## src/rtl/key_debounce_pkg.sv

```systemverilog
// Shared definitions for key conditioning blocks: FSM state encoding and the
// stable-time cycle count derivation, reused by multi-key wrappers.
package key_debounce_pkg;

  typedef enum logic [1:0] {
    IDLE         = 2'd0,
    PRESS_WAIT   = 2'd1,
    DOWN         = 2'd2,
    RELEASE_WAIT = 2'd3
  } kd_state_e;

  // Number of clk cycles the synchronised key must stay stable.
  function automatic int db_cycles(input int clk_freq_hz, input int debounce_ms);
    return clk_freq_hz / 1000 * debounce_ms;
  endfunction

endpackage

```

## src/rtl/key_debounce_if.sv

```systemverilog
// Key pin and conditioned key events, plus the filter FSM state for observation.
// key_flag/key_release are single-cycle registered strobes (no back-pressure);
// key_state is the debounced level, 1 = pressed.
interface key_debounce_if;
  logic                          key_in;
  logic                          key_flag;
  logic                          key_release;
  logic                          key_state;
  key_debounce_pkg::kd_state_e   state_dbg;

  modport master (
    output key_in,
    input  key_flag, key_release, key_state, state_dbg
  );

  modport slave (
    input  key_in,
    output key_flag, key_release, key_state, state_dbg
  );
endinterface

```

## src/rtl/key_debounce_sync_2ff.sv

```systemverilog
// 1-bit two-flop synchroniser with asynchronous active-high reset to a
// parameterised level.
module sync_2ff #(
  parameter logic RST_VAL = 1'b0
) (
  input  logic clk,
  input  logic rst,
  input  logic d,
  output logic q
);

  logic ff1;
  logic ff2;

  always_ff @(posedge clk or posedge rst) begin
    if (rst) begin
      ff1 <= RST_VAL;
      ff2 <= RST_VAL;
    end else begin
      ff1 <= d;
      ff2 <= ff1;
    end
  end

  assign q = ff2;

endmodule

```

## src/rtl/key_debounce.sv

```systemverilog
// Push-button conditioner: synchronises a raw key, filters it with a
// stable-time counter and emits press/release strobes and a debounced level.
module key_debounce
  import key_debounce_pkg::*;
#(
  parameter int CLK_FREQ_HZ    = 50_000_000,
  parameter int DEBOUNCE_MS    = 20,
  parameter int KEY_ACTIVE_LOW = 1
) (
  input  logic     clk,
  input  logic     rst,
  key_debounce_if.slave kif
);

  localparam int   DB_CYCLES = db_cycles(CLK_FREQ_HZ, DEBOUNCE_MS);
  localparam int   CW        = $clog2(DB_CYCLES);
  localparam logic REL_LEVEL = (KEY_ACTIVE_LOW != 0);

  generate
    if (DB_CYCLES < 2) begin : g_bad_params
      $error("key_debounce: DB_CYCLES must be at least 2");
    end
  endgenerate

  logic      key_raw_sync;
  logic      key_sync;
  kd_state_e state_q, state_d;
  logic [CW-1:0] cnt_q, cnt_d;
  logic      flag_q, flag_d;
  logic      rel_q, rel_d;
  logic      level_q, level_d;
  logic      cnt_last;

  // Reset loads the released pin level so a held key still shows a fresh press.
  sync_2ff #(.RST_VAL(REL_LEVEL)) u_sync (
    .clk (clk),
    .rst (rst),
    .d   (kif.key_in),
    .q   (key_raw_sync)
  );

  assign key_sync = (KEY_ACTIVE_LOW != 0) ? ~key_raw_sync : key_raw_sync;
  assign cnt_last = (cnt_q == CW'(DB_CYCLES - 1));

  always_ff @(posedge clk or posedge rst) begin
    if (rst) begin
      state_q <= IDLE;
      cnt_q   <= '0;
      flag_q  <= 1'b0;
      rel_q   <= 1'b0;
      level_q <= 1'b0;
    end else begin
      state_q <= state_d;
      cnt_q   <= cnt_d;
      flag_q  <= flag_d;
      rel_q   <= rel_d;
      level_q <= level_d;
    end
  end

  // Counter is cleared on every state entry, so it never passes DB_CYCLES-1.
  always_comb begin
    state_d = state_q;
    cnt_d   = cnt_q;
    unique case (state_q)
      IDLE: begin
        if (key_sync) begin
          state_d = PRESS_WAIT;
          cnt_d   = '0;
        end
      end
      PRESS_WAIT: begin
        if (!key_sync) begin
          state_d = IDLE;
          cnt_d   = '0;
        end else if (cnt_last) begin
          state_d = DOWN;
          cnt_d   = '0;
        end else begin
          cnt_d = cnt_q + CW'(1);
        end
      end
      DOWN: begin
        if (!key_sync) begin
          state_d = RELEASE_WAIT;
          cnt_d   = '0;
        end
      end
      RELEASE_WAIT: begin
        if (key_sync) begin
          state_d = DOWN;
          cnt_d   = '0;
        end else if (cnt_last) begin
          state_d = IDLE;
          cnt_d   = '0;
        end else begin
          cnt_d = cnt_q + CW'(1);
        end
      end
    endcase
  end

  always_comb begin
    flag_d  = 1'b0;
    rel_d   = 1'b0;
    level_d = level_q;
    if (state_q == PRESS_WAIT && key_sync && cnt_last) begin
      flag_d  = 1'b1;
      level_d = 1'b1;
    end
    if (state_q == RELEASE_WAIT && !key_sync && cnt_last) begin
      rel_d   = 1'b1;
      level_d = 1'b0;
    end
  end

  assign kif.key_flag    = flag_q;
  assign kif.key_release = rel_q;
  assign kif.key_state   = level_q;
  assign kif.state_dbg   = state_q;

endmodule

```

## src/flat_wrapper.sv

```systemverilog
// flat-port wrapper written by rule: the top's interface ports become plain ports
module key_debounce_flat import key_debounce_pkg::*;
#(
  parameter int CLK_FREQ_HZ    = 50_000_000,
  parameter int DEBOUNCE_MS    = 20,
  parameter int KEY_ACTIVE_LOW = 1
)
  (clk, rst, kif_key_in, kif_key_flag, kif_key_release, kif_key_state, kif_state_dbg);
  key_debounce_if kif_i ();
  input  logic clk;
  input  logic rst;
  input wire logic [$bits(kif_i.key_in)-1:0] kif_key_in;
  output wire logic [$bits(kif_i.key_flag)-1:0] kif_key_flag;
  output wire logic [$bits(kif_i.key_release)-1:0] kif_key_release;
  output wire logic [$bits(kif_i.key_state)-1:0] kif_key_state;
  output wire logic [$bits(kif_i.state_dbg)-1:0] kif_state_dbg;
  assign kif_i.key_in = kif_key_in;
  assign kif_key_flag = kif_i.key_flag;
  assign kif_key_release = kif_i.key_release;
  assign kif_key_state = kif_i.key_state;
  assign kif_state_dbg = kif_i.state_dbg;
  key_debounce #(.CLK_FREQ_HZ(CLK_FREQ_HZ), .DEBOUNCE_MS(DEBOUNCE_MS), .KEY_ACTIVE_LOW(KEY_ACTIVE_LOW)) u_core (.clk(clk), .rst(rst), .kif(kif_i));
endmodule
```

## config.mk

```make
export PLATFORM = sky130hd
export DESIGN_NAME = key_debounce_flat
export DESIGN_NICKNAME = d
export VERILOG_FILES = /design/src/rtl/key_debounce_pkg.sv /design/src/rtl/key_debounce_if.sv /design/src/rtl/key_debounce_sync_2ff.sv /design/src/rtl/key_debounce.sv /design/src/flat_wrapper.sv
export SDC_FILE = /design/constraint.sdc
export NUM_CORES = 1
export LEC_CHECK = 0
export CORE_UTILIZATION = 45
export CTS_CLUSTER_DIAMETER = 120
export DETAILED_ROUTE_END_ITERATION = 6
export PLACE_DENSITY = 0.68
export SYNTH_ARGS = -nofsm -noshare
export SYNTH_HDL_FRONTEND = slang
export SYNTH_HIERARCHICAL = 1
export SYNTH_SLANG_ARGS = --single-unit
```

## constraint.sdc

```tcl
create_clock -name clk -period 3.8 [get_ports clk]
set_input_delay 0.76 -clock clk [delete_from_list [all_inputs] [get_ports clk]]
set_output_delay 0.76 -clock clk [all_outputs]
set_load 0.01 [all_outputs]
```

[After elaboration in Yosys (flattened, before gate mapping)]
Index checks and enable logic that the tools add are counted.
Storage, ports and cells
  register bits after elaboration: 27
  input bits: 3
  output and inout bits: 5
  word-level logic and storage cells: 42
Operators by class
  add/sub/neg operators: 1
  equal/unequal tests: 8
  mux-type cells: 17
  bitwise gates (word level): 1
  reduce and logical (&&, ||, !) cells: 8
Operators with widths (number)
  two-way mux 20 bit: 5
  one-hot mux 20 bit (4 select lines): 1
  adder 20 x 1 -> 20 bit (second input constant): 1
  equality test 20 bit (second input constant): 1
  two-way mux 2 bit: 6
  one-hot mux 2 bit (4 select lines): 1
  != test 3 x 2 -> 1 bit (second input constant): 2
  equality test 2 bit (second input constant): 2
  logical AND 1 bit: 4
  two-way mux 1 bit: 4
  != test 2 bit (second input constant): 2
  AND reduction 4 bit: 1
  equality test 2 x 1 -> 1 bit (second input constant): 1
  zero test 2 bit: 1
  AND reduction 2 bit: 1
  nonzero test 2 bit: 1
  inverter 1 bit: 1

[Logic depth before layout (Yosys ltp)]
Gate-level depths: netlist of the first run.
  depth after elaboration: 5
  gate-level depth with buffers: 8
  mapped depth without buffers: 6

[Hierarchy]
The synthesis of the first run kept the hierarchy.
By module, submodules not included
  key_debounce: instances 1, cells each 157, area each 1470.2 um^2, sequential area each 625.6 um^2
  sync_2ff: instances 1, cells each 3, area each 56.3 um^2, sequential area each 52.6 um^2

[Least setup slack after synthesis of the first run]
No wires, ideal clock.
  path kind: reg2reg
  from: register u_core.cnt_q[0]
  to: register (tool-made name)
  library setup time: 125 ps
  arrival: 1592 ps
  required time: 3675 ps
  path slack: 2083 ps
  cell stages (with the launch flop): 8
  buffers on the path: 1
  clock period less this slack: 1717 ps
  cells stage by stage: dfrtp_1 -> ha_1 -> nand4_4 -> nor4_4 -> a21oi_2 -> buf_6 -> o21ai_2 -> o31ai_2
RTL lines
  from (decl): RTL line key_debounce.sv:28  | logic [CW-1:0] cnt_q, cnt_d;
  from (signal assigned): RTL line key_debounce.sv:54  | cnt_q <= cnt_d;

[Worst setup path after layout of the first run]
  from: register u_core.u_sync.ff2, in the netlist u_core/u_sync/q
  to: register u_core.cnt_q[2]
Between the ends
  word-level cells in the longest chain between the ends: 2
  elaborated cells between the ends (all ways): 6
  those cells by class: eq/ne (2); mux (3); reduce/logical (1)
Ends and longest elaborated chain
  from (decl): RTL line key_debounce_sync_2ff.sv:13  | logic ff2;
  from (signal assigned): RTL line key_debounce_sync_2ff.sv:18  | ff2 <= RST_VAL;
  from (signal assigned): RTL line key_debounce_sync_2ff.sv:21  | ff2 <= ff1;
  two-way mux 20 bit, or another cell as far along: RTL line key_debounce.sv:90  | if (key_sync) begin
  one-hot mux 20 bit (4 select lines) / AND reduction 2 bit (equally long branches)
Several ways; a longest one is shown, not always the timed one.
A chain may end at the register's enable or synchronous reset.

==> impl_metrics.csv, run 1 <==
group,metric,value,unit
critical_path,required,4.07,ns
die,die_area,3630,sq um
pwr,power.density,456,nW/um^2
critical_path,r2r_slack,1.56,ns
global_route,track_usage,20.9,%
pwr,max-vdd-ir-drop,231,uV
timing,fin_worst_skew,0.00359,ns
routing,drtIter0Drc,45,
timing,maxSlewViolCount,0,
clock_network,postCtsHoldBufs,0,
timing,finalHoldViolCount,0,
pwr,power_leakage,0.673,nW
final_layout,multi_input_area,776,sq um
critical_path,worstPathCellList,"xnor2_1, nor2_1, o21ai_0, o21ai_1",
final_layout,layout_common_cells,"25 x dfrtp_1, 20 x nand2_1, 17 x nand3_1",
die,num_rows,20,
clock_network,numClockSinks,27,
final_layout,final_cell_area,1630,sq um
routing,ant_nets,0,
critical_path,crit_end,"u_core/cnt_q[2]",
routing,drc,0,
critical_path,setup.worst_path.start,"u_core/u_sync/q",
outcome,status,"finished clean",
clock_network,cts_setup_buffers,0,
final_layout,fin_util,52.1,%
die,die_w,60.2,um
final_layout,seq_area,678,sq um
clock_network,cts_htree_levels,1,
final_layout,nNetsFinal,169,
worst_hold_path,hold_path.startpoint,"u_core/u_sync/ff1",
place,pre_cts_ws,1.61,ns
synthesis,synth_area,1530,sq um
timing,rsz0062_at_grt,"no",
synthesis,synth_fp_nets,164,
clock_network,cts_root_buf,"clkbuf_4",
critical_path,worstSetupPathType,"reg -> reg",
final_layout,areaGrowthSynthToFinish,6.72,%
die,num_io_pins,8,
final_layout,drive_above_1_share,11.0,%
timing,setup_violations,0,
critical_path,startpoint_type,"flop",
timing,worst_slew_pin_slew,1.34,ns
die,die_height,60.2,um
final_layout,final_common_cell,"dfrtp_1",
routing,drt-pass1-iter-count,4,
critical_path,reg2reg_to,"u_core/cnt_q[2]",
critical_path,r2r.worst_path.cells,4,
synthesis,synthCells,160,
timing,relSlewSlack,10.5,%
global_route,grt_pass1_vias,1166,
final_layout,fillers,290,
routing,via_per_inst,5.71,
synthesis,ys_types,44,
clock_network,clk_latency,0.33,ns
routing,wl_per_cell,15.4,um
die,placeableCoreArea,3130,sq um
timing,finalSetupTns,0,ns
timing,fin_crit_sh,59.0,%
die,start_util,48.8,%
clock_network,clk_pin_slew,0.14,ns
place,portBuffers,7,
global_route,grt_max_degree,26,
run,cap_violations,0,
global_route,grt_pass1_wl,5550,um
synthesis,synth_area_per_cell,9.54,sq um
critical_path,cp_slowest_stage_delay,1.02,ns
place,gp_congestion,0.821,
final_layout,antenna_cells,0,
critical_path,path_max_fanout,20,
synthesis,synth_seq_cells,27,
clock_network,cts_buffers,3,
critical_path,worstReg2RegStart,"u_core/u_sync/q",
synthesis,yosys_warnings,6,
timing,hold_ws,0.369,ns
clock_network,post_cts_resized,0,
clock_network,clockBufferDepth,2,
place,dp_hpwl,2200,um
clock_network,cts_tree,"yes",
global_route,globalRouteOverflowTotal,0,
timing,fin_ws,1.56,ns
global_route,antenna_found_initial,0,
critical_path,critical_path_arrival,2.51,ns
worst_hold_path,hold_class,"reg -> reg",
synthesis,ys_seq_area_share,44.4,%
timing,min_period,2.24,ns
timing,max_freq,446,MHz
critical_path,end_kind,"flop",
critical_path,worst_path_max_delay_cell,"nor2_1",
place,dpl_cell_area,1600,sq um
routing,num_vias,1188,
routing,wl,3200,um
final cells by class:
type                            count  area share, %
Clock buffer                        3           1.38
Tap cell                           44           3.38
Multi-Input combinational cell    120           47.6
Sequential cell                    27           41.6
Timing Repair Buffer                7           4.30
Inverter                            6           1.38
Clock inverter                      1          0.307
logic make-up after synthesis:
| group | count (synthesis) | synth area share [%] |
|---|---|---|
| buffers and inverters | 13 | 4.75 |
| DFF | 27 | 44.4 |
| and+or+nand+nor | 72 | 28.6 |
| xor gates and xnor gates | 5 | 2.87 |
| muxes | 4 | 2.62 |
| adders and majority gates | 1 | 0.820 |
| AOI/OAI and AO/OA | 38 | 15.9 |
how the worst min path moves through the flow:
stage / cells past startpoint / endpoint / slack [ns]
finish: 0 / u_core/u_sync/q / 0.37
global route: 0 / u_core/u_sync/q / 0.38
CTS: 0 / u_core/u_sync/q / 0.37
detailed placement: 0 / u_core/u_sync/q / 0.35
global placement: 0 / u_core/u_sync/q / 0.35
floorplan: 0 / u_core/u_sync/q / 0.35
synth_stat cells, drive strengths merged:
cell | instances | share of area [%]
a21oi | 7 | 2.5
mux2i | 4 | 2.6
o211ai | 2 | 0.98
nor2 | 9 | 3.2
o21ai | 17 | 5.8
nand3b | 1 | 0.49
nand4 | 7 | 5.2
nand2 | 21 | 5.3
or4 | 2 | 0.98
o31ai | 1 | 0.82
nor4 | 3 | 2.6
and2 | 1 | 0.41
a21o | 5 | 2.5
or2 | 1 | 0.41
a211oi | 2 | 0.98
dfstp | 2 | 3.4
o41ai | 1 | 0.57
clkbuf | 2 | 0.49
a32oi | 1 | 0.57
dfrtp | 25 | 41
and4b | 1 | 0.66
xnor2 | 3 | 1.7
buf | 5 | 2.8
o22a | 1 | 0.57
and4 | 1 | 0.57
nor3 | 6 | 2.3
nand3 | 17 | 5.6
and3 | 2 | 0.82
a22o | 1 | 0.57
ha | 1 | 0.82
inv | 6 | 1.5
xor2 | 2 | 1.1
power breakdown:
part	leakage [nW]	total, mW	internal, mW	switching, mW
clock network	0.0177	0.126	0.0396	0.0866
registers	0.365	0.352	0.311	0.0416
logic	0.290	0.264	0.0921	0.172
total	0.673	0.743	0.442	0.300
per-layer routing:
metal,track usage [%],wire length [um]
met1,29.5,1520
met2,31.4,1530
met3,2.81,110
met4,10.3,48
met5,0,0
critical path, delay by kind of cell, from the launching register on:
family | cells | cell delay [ns]
and+or+nand+nor | 1 | 1.02
AOI/OAI and AO/OA | 2 | 0.40
xor gates and xnor gates | 1 | 0.14
DFF | 1 | 0.61
per-stage QoR:
step | std cells | power [mW]
6_report | 208 | 0.743
5_1_grt | 208 | 0.792
4_1_cts | 208 | 0.747
3_5_place_dp | 204 | 0.617
3_3_place_gp | 204 | 0.605
2_1_floorplan | 160 | 0.554
sequential cells by signal (all words and copies together), names as in the netlist, named ones only:
name                    cells
u_core/cnt_q               20
u_core/kif.key_flag         1
u_core/kif.key_release      1
u_core/kif.key_state        1
u_core/kif.state_dbg        1
u_core/u_sync/ff1           1
u_core/u_sync/q             1
Note: power is estimated with default switching activity, not from simulation.
==> run 2: changes to the inputs <==
==> constraint.sdc (replaced) <==
create_clock -name clk -period 2.23 [get_ports clk]
set_input_delay 0.446 -clock clk [delete_from_list [all_inputs] [get_ports clk]]
set_output_delay 0.446 -clock clk [all_outputs]
set_load 0.01 [all_outputs]
==> run 2 against run 1 <==
  * Core utilization increased by 1.4 points
  * Worst hold slack improved by 0.0067 ns
  * Sequential power increased by 71%
  * Routed wire length decreased by 3.8%
  * Non-clock buffer count increased by 6
  * Register-to-register slack got worse by 1.3 ns
  * Worst setup slack got worse by 1.3 ns
  * Sequential cell count unchanged
  * Fmax increased by 12%
  * Combinational power increased by 84%
  * Critical endpoint is now u_core/cnt_q[19]
==> impl_metrics.csv, run 2 (synthesized netlist as in run 1, its figures left out) <==
group,metric,value,unit
clock_network,cts_root_buf,"clkbuf_4",
routing,drt-pass1-iter-count,4,
clock_network,cts_tree,"yes",
place,gp_congestion,0.788,
critical_path,worstReg2RegStart,"u_core/cnt_q[0]",
die,placeableCoreArea,3130,sq um
routing,via_per_inst,5.75,
final_layout,nNetsFinal,175,
timing,maxSlewViolCount,0,
place,dp.cells,210,
final_layout,areaGrowthSynthToFinish,9.67,%
clock_network,numClockSinks,27,
die,num_rows,20,
critical_path,critical_path_arrival,2.23,ns
timing,fin_worst_skew,0.00468,ns
place,dpl_cell_area,1650,sq um
pwr,power_leakage,0.703,nW
final_layout,final_common_cell,"dfrtp_1",
global_route,grt_pass1_vias,1184,
die,die_height,60.2,um
place,portBuffers,7,
place,dp_hpwl,2300,um
critical_path,worstPathCellList,"ha_1, nand4_4, nor4_4, a21o_1, or4_1, nand3_1",
global_route,globalRouteOverflowTotal,0,
critical_path,crit_end,"u_core/cnt_q[19]",
pwr,max-vdd-ir-drop,358,uV
global_route,grt_pass1_wl,5250,um
clock_network,cts_htree_levels,1,
critical_path,critPathTopFamily,"simple AND/OR/NAND/NOR gates",
critical_path,r2r.worst_path.cells,6,
critical_path,required,2.45,ns
critical_path,worst_path_max_delay_cell,"dfrtp_1",
timing,fin_crit_sh,90.0,%
routing,num_vias,1231,
routing,ant_nets,0,
final_layout,antenna_cells,0,
final_layout,largest_register_ffs,20,
routing,wl_per_cell,14.4,um
global_route,track_usage,20.0,%
timing,setup_violations,0,
final_layout,top_register,"u_core/cnt_q",
clock_network,clk_pin_slew,0.14,ns
critical_path,setup.worst_path.start,"u_core/cnt_q[0]",
global_route,antenna_found_initial,0,
timing,min_period,2.01,ns
final_layout,final_cell_area,1670,sq um
critical_path,cp_slowest_stage_delay,0.47,ns
clock_network,post_cts_resized,0,
timing,relSlewSlack,73.1,%
clock_network,postCtsHoldBufs,0,
critical_path,path_max_fanout,12,
routing,drtIter0Drc,56,
final_layout,fin_util,53.5,%
critical_path,critical_path_buf_inv_count,0,
critical_path,crit_cells,6,
final_layout,stdcell_count,214,
critical_path,r2r_slack,0.22,ns
die,die_w,60.2,um
critical_path,reg2reg_to,"u_core/cnt_q[19]",
outcome,status,"finished clean",
timing,hold_ws,0.376,ns
worst_hold_path,hold_path.startpoint,"u_core/u_sync/ff1",
run,cap_violations,0,
timing,worst_slew_pin_slew,0.401,ns
critical_path,worstSetupPathType,"reg -> reg",
routing,wl,3080,um
clock_network,clockBufferDepth,2,
critical_path,end_kind,"flop",
timing,rsz0062_at_grt,"no",
timing,max_freq,498,MHz
die,die_area,3630,sq um
worst_hold_path,hold_class,"reg -> reg",
clock_network,clk_latency,0.33,ns
clock_network,cts_setup_buffers,0,
routing,drc,0,
global_route,grt_max_degree,26,
timing,finalSetupTns,0,ns
timing,finalHoldViolCount,0,
die,start_util,48.8,%
final_layout,layout_common_cells,"25 x dfrtp_1, 20 x nand2_1, 17 x nand3_1",
final_layout,drive_above_1_share,14.1,%
critical_path,startpoint_type,"flop",
die,num_io_pins,8,
clock_network,cts_buffers,3,
pwr,power.density,777,nW/um^2
## run 2: cell count changes in the layout (fill, tap and decap cells not counted)
| cell | delta |
|---|---|
| buf_4 | +6 |
## run 2: worst min path at each step
stage | endpoint | cells past startpoint | slack [ns]
final | u_core/u_sync/q | 0 | 0.38
after CTS | u_core/u_sync/q | 0 | 0.38
after floorplan | u_core/u_sync/q | 0 | 0.35
after global routing | u_core/u_sync/q | 0 | 0.38
after detailed placement | u_core/u_sync/q | 0 | 0.36
after global placement | u_core/u_sync/q | 0 | 0.35
## run 2: power by group
part	leakage, nW	total (mW)	internal [mW]	switching, mW
combinational	0.320	0.486	0.202	0.284
sequential	0.365	0.602	0.529	0.0733
clock	0.0177	0.213	0.0675	0.145
## run 2: worst register-to-register path, delay by kind of cell, from the launching register on
| kind | cells | cell delay (ns) |
|---|---|---|
| AO/OA/AOI/OAI | 1 | 0.40 |
| adder cells (fa/ha/maj) | 1 | 0.29 |
| flip-flops | 1 | 0.47 |
| AND/OR/NAND/NOR | 4 | 0.74 |
## run 2: through the flow
stage / setup slack [ns] / total power, mW
after floorplan: 0.513 / 0.944
after global placement: 0.351 / 1.08
after detailed placement: 0.239 / 1.10
after CTS: 0.228 / 1.32
after global routing: 0.0643 / 1.39
final: 0.223 / 1.30
## run 2: area by class of cell
| cell class | count | area, sq um |
|---|---|---|
| inverters | 6 | 22.5 |
| well taps | 44 | 55.1 |
| multi-input cells | 120 | 776 |
| flip-flops and latches | 27 | 678 |
| clock inverters | 1 | 5.00 |
| repair buffers | 13 | 115 |
| clock buffers | 3 | 22.5 |
| fillers | 280 | 1450 |
## run 2: metal layers
| layer | share of wire, % | routed length [um] | vias to the layer above | track usage, % |
|---|---|---|---|---|
| met3 | 3.3 | 101 | 6 | 2.81 |
| met1 | 45 | 1390 | 593 | 24.8 |
| met2 | 50 | 1530 | 32 | 33.1 |
| met5 | 0 | 0 | - | 0 |
| met4 | 1.9 | 60 | 0 | 11.0 |
| li1 | - | - | 600 | - |
==> run 3: changes to the inputs <==
==> constraint.sdc (replaced) <==
create_clock -name clk -period 2.23 [get_ports clk]
set_input_delay 0.223 -clock clk [delete_from_list [all_inputs] [get_ports clk]]
set_output_delay 0.223 -clock clk [all_outputs]
set_load 0.01 [all_outputs]
==> results of run 3 <==
Same layout as run 2 (identical final DEF). Status: finished clean.
Main changes from that run: hold slack 0.376 ns -> 0.230 ns
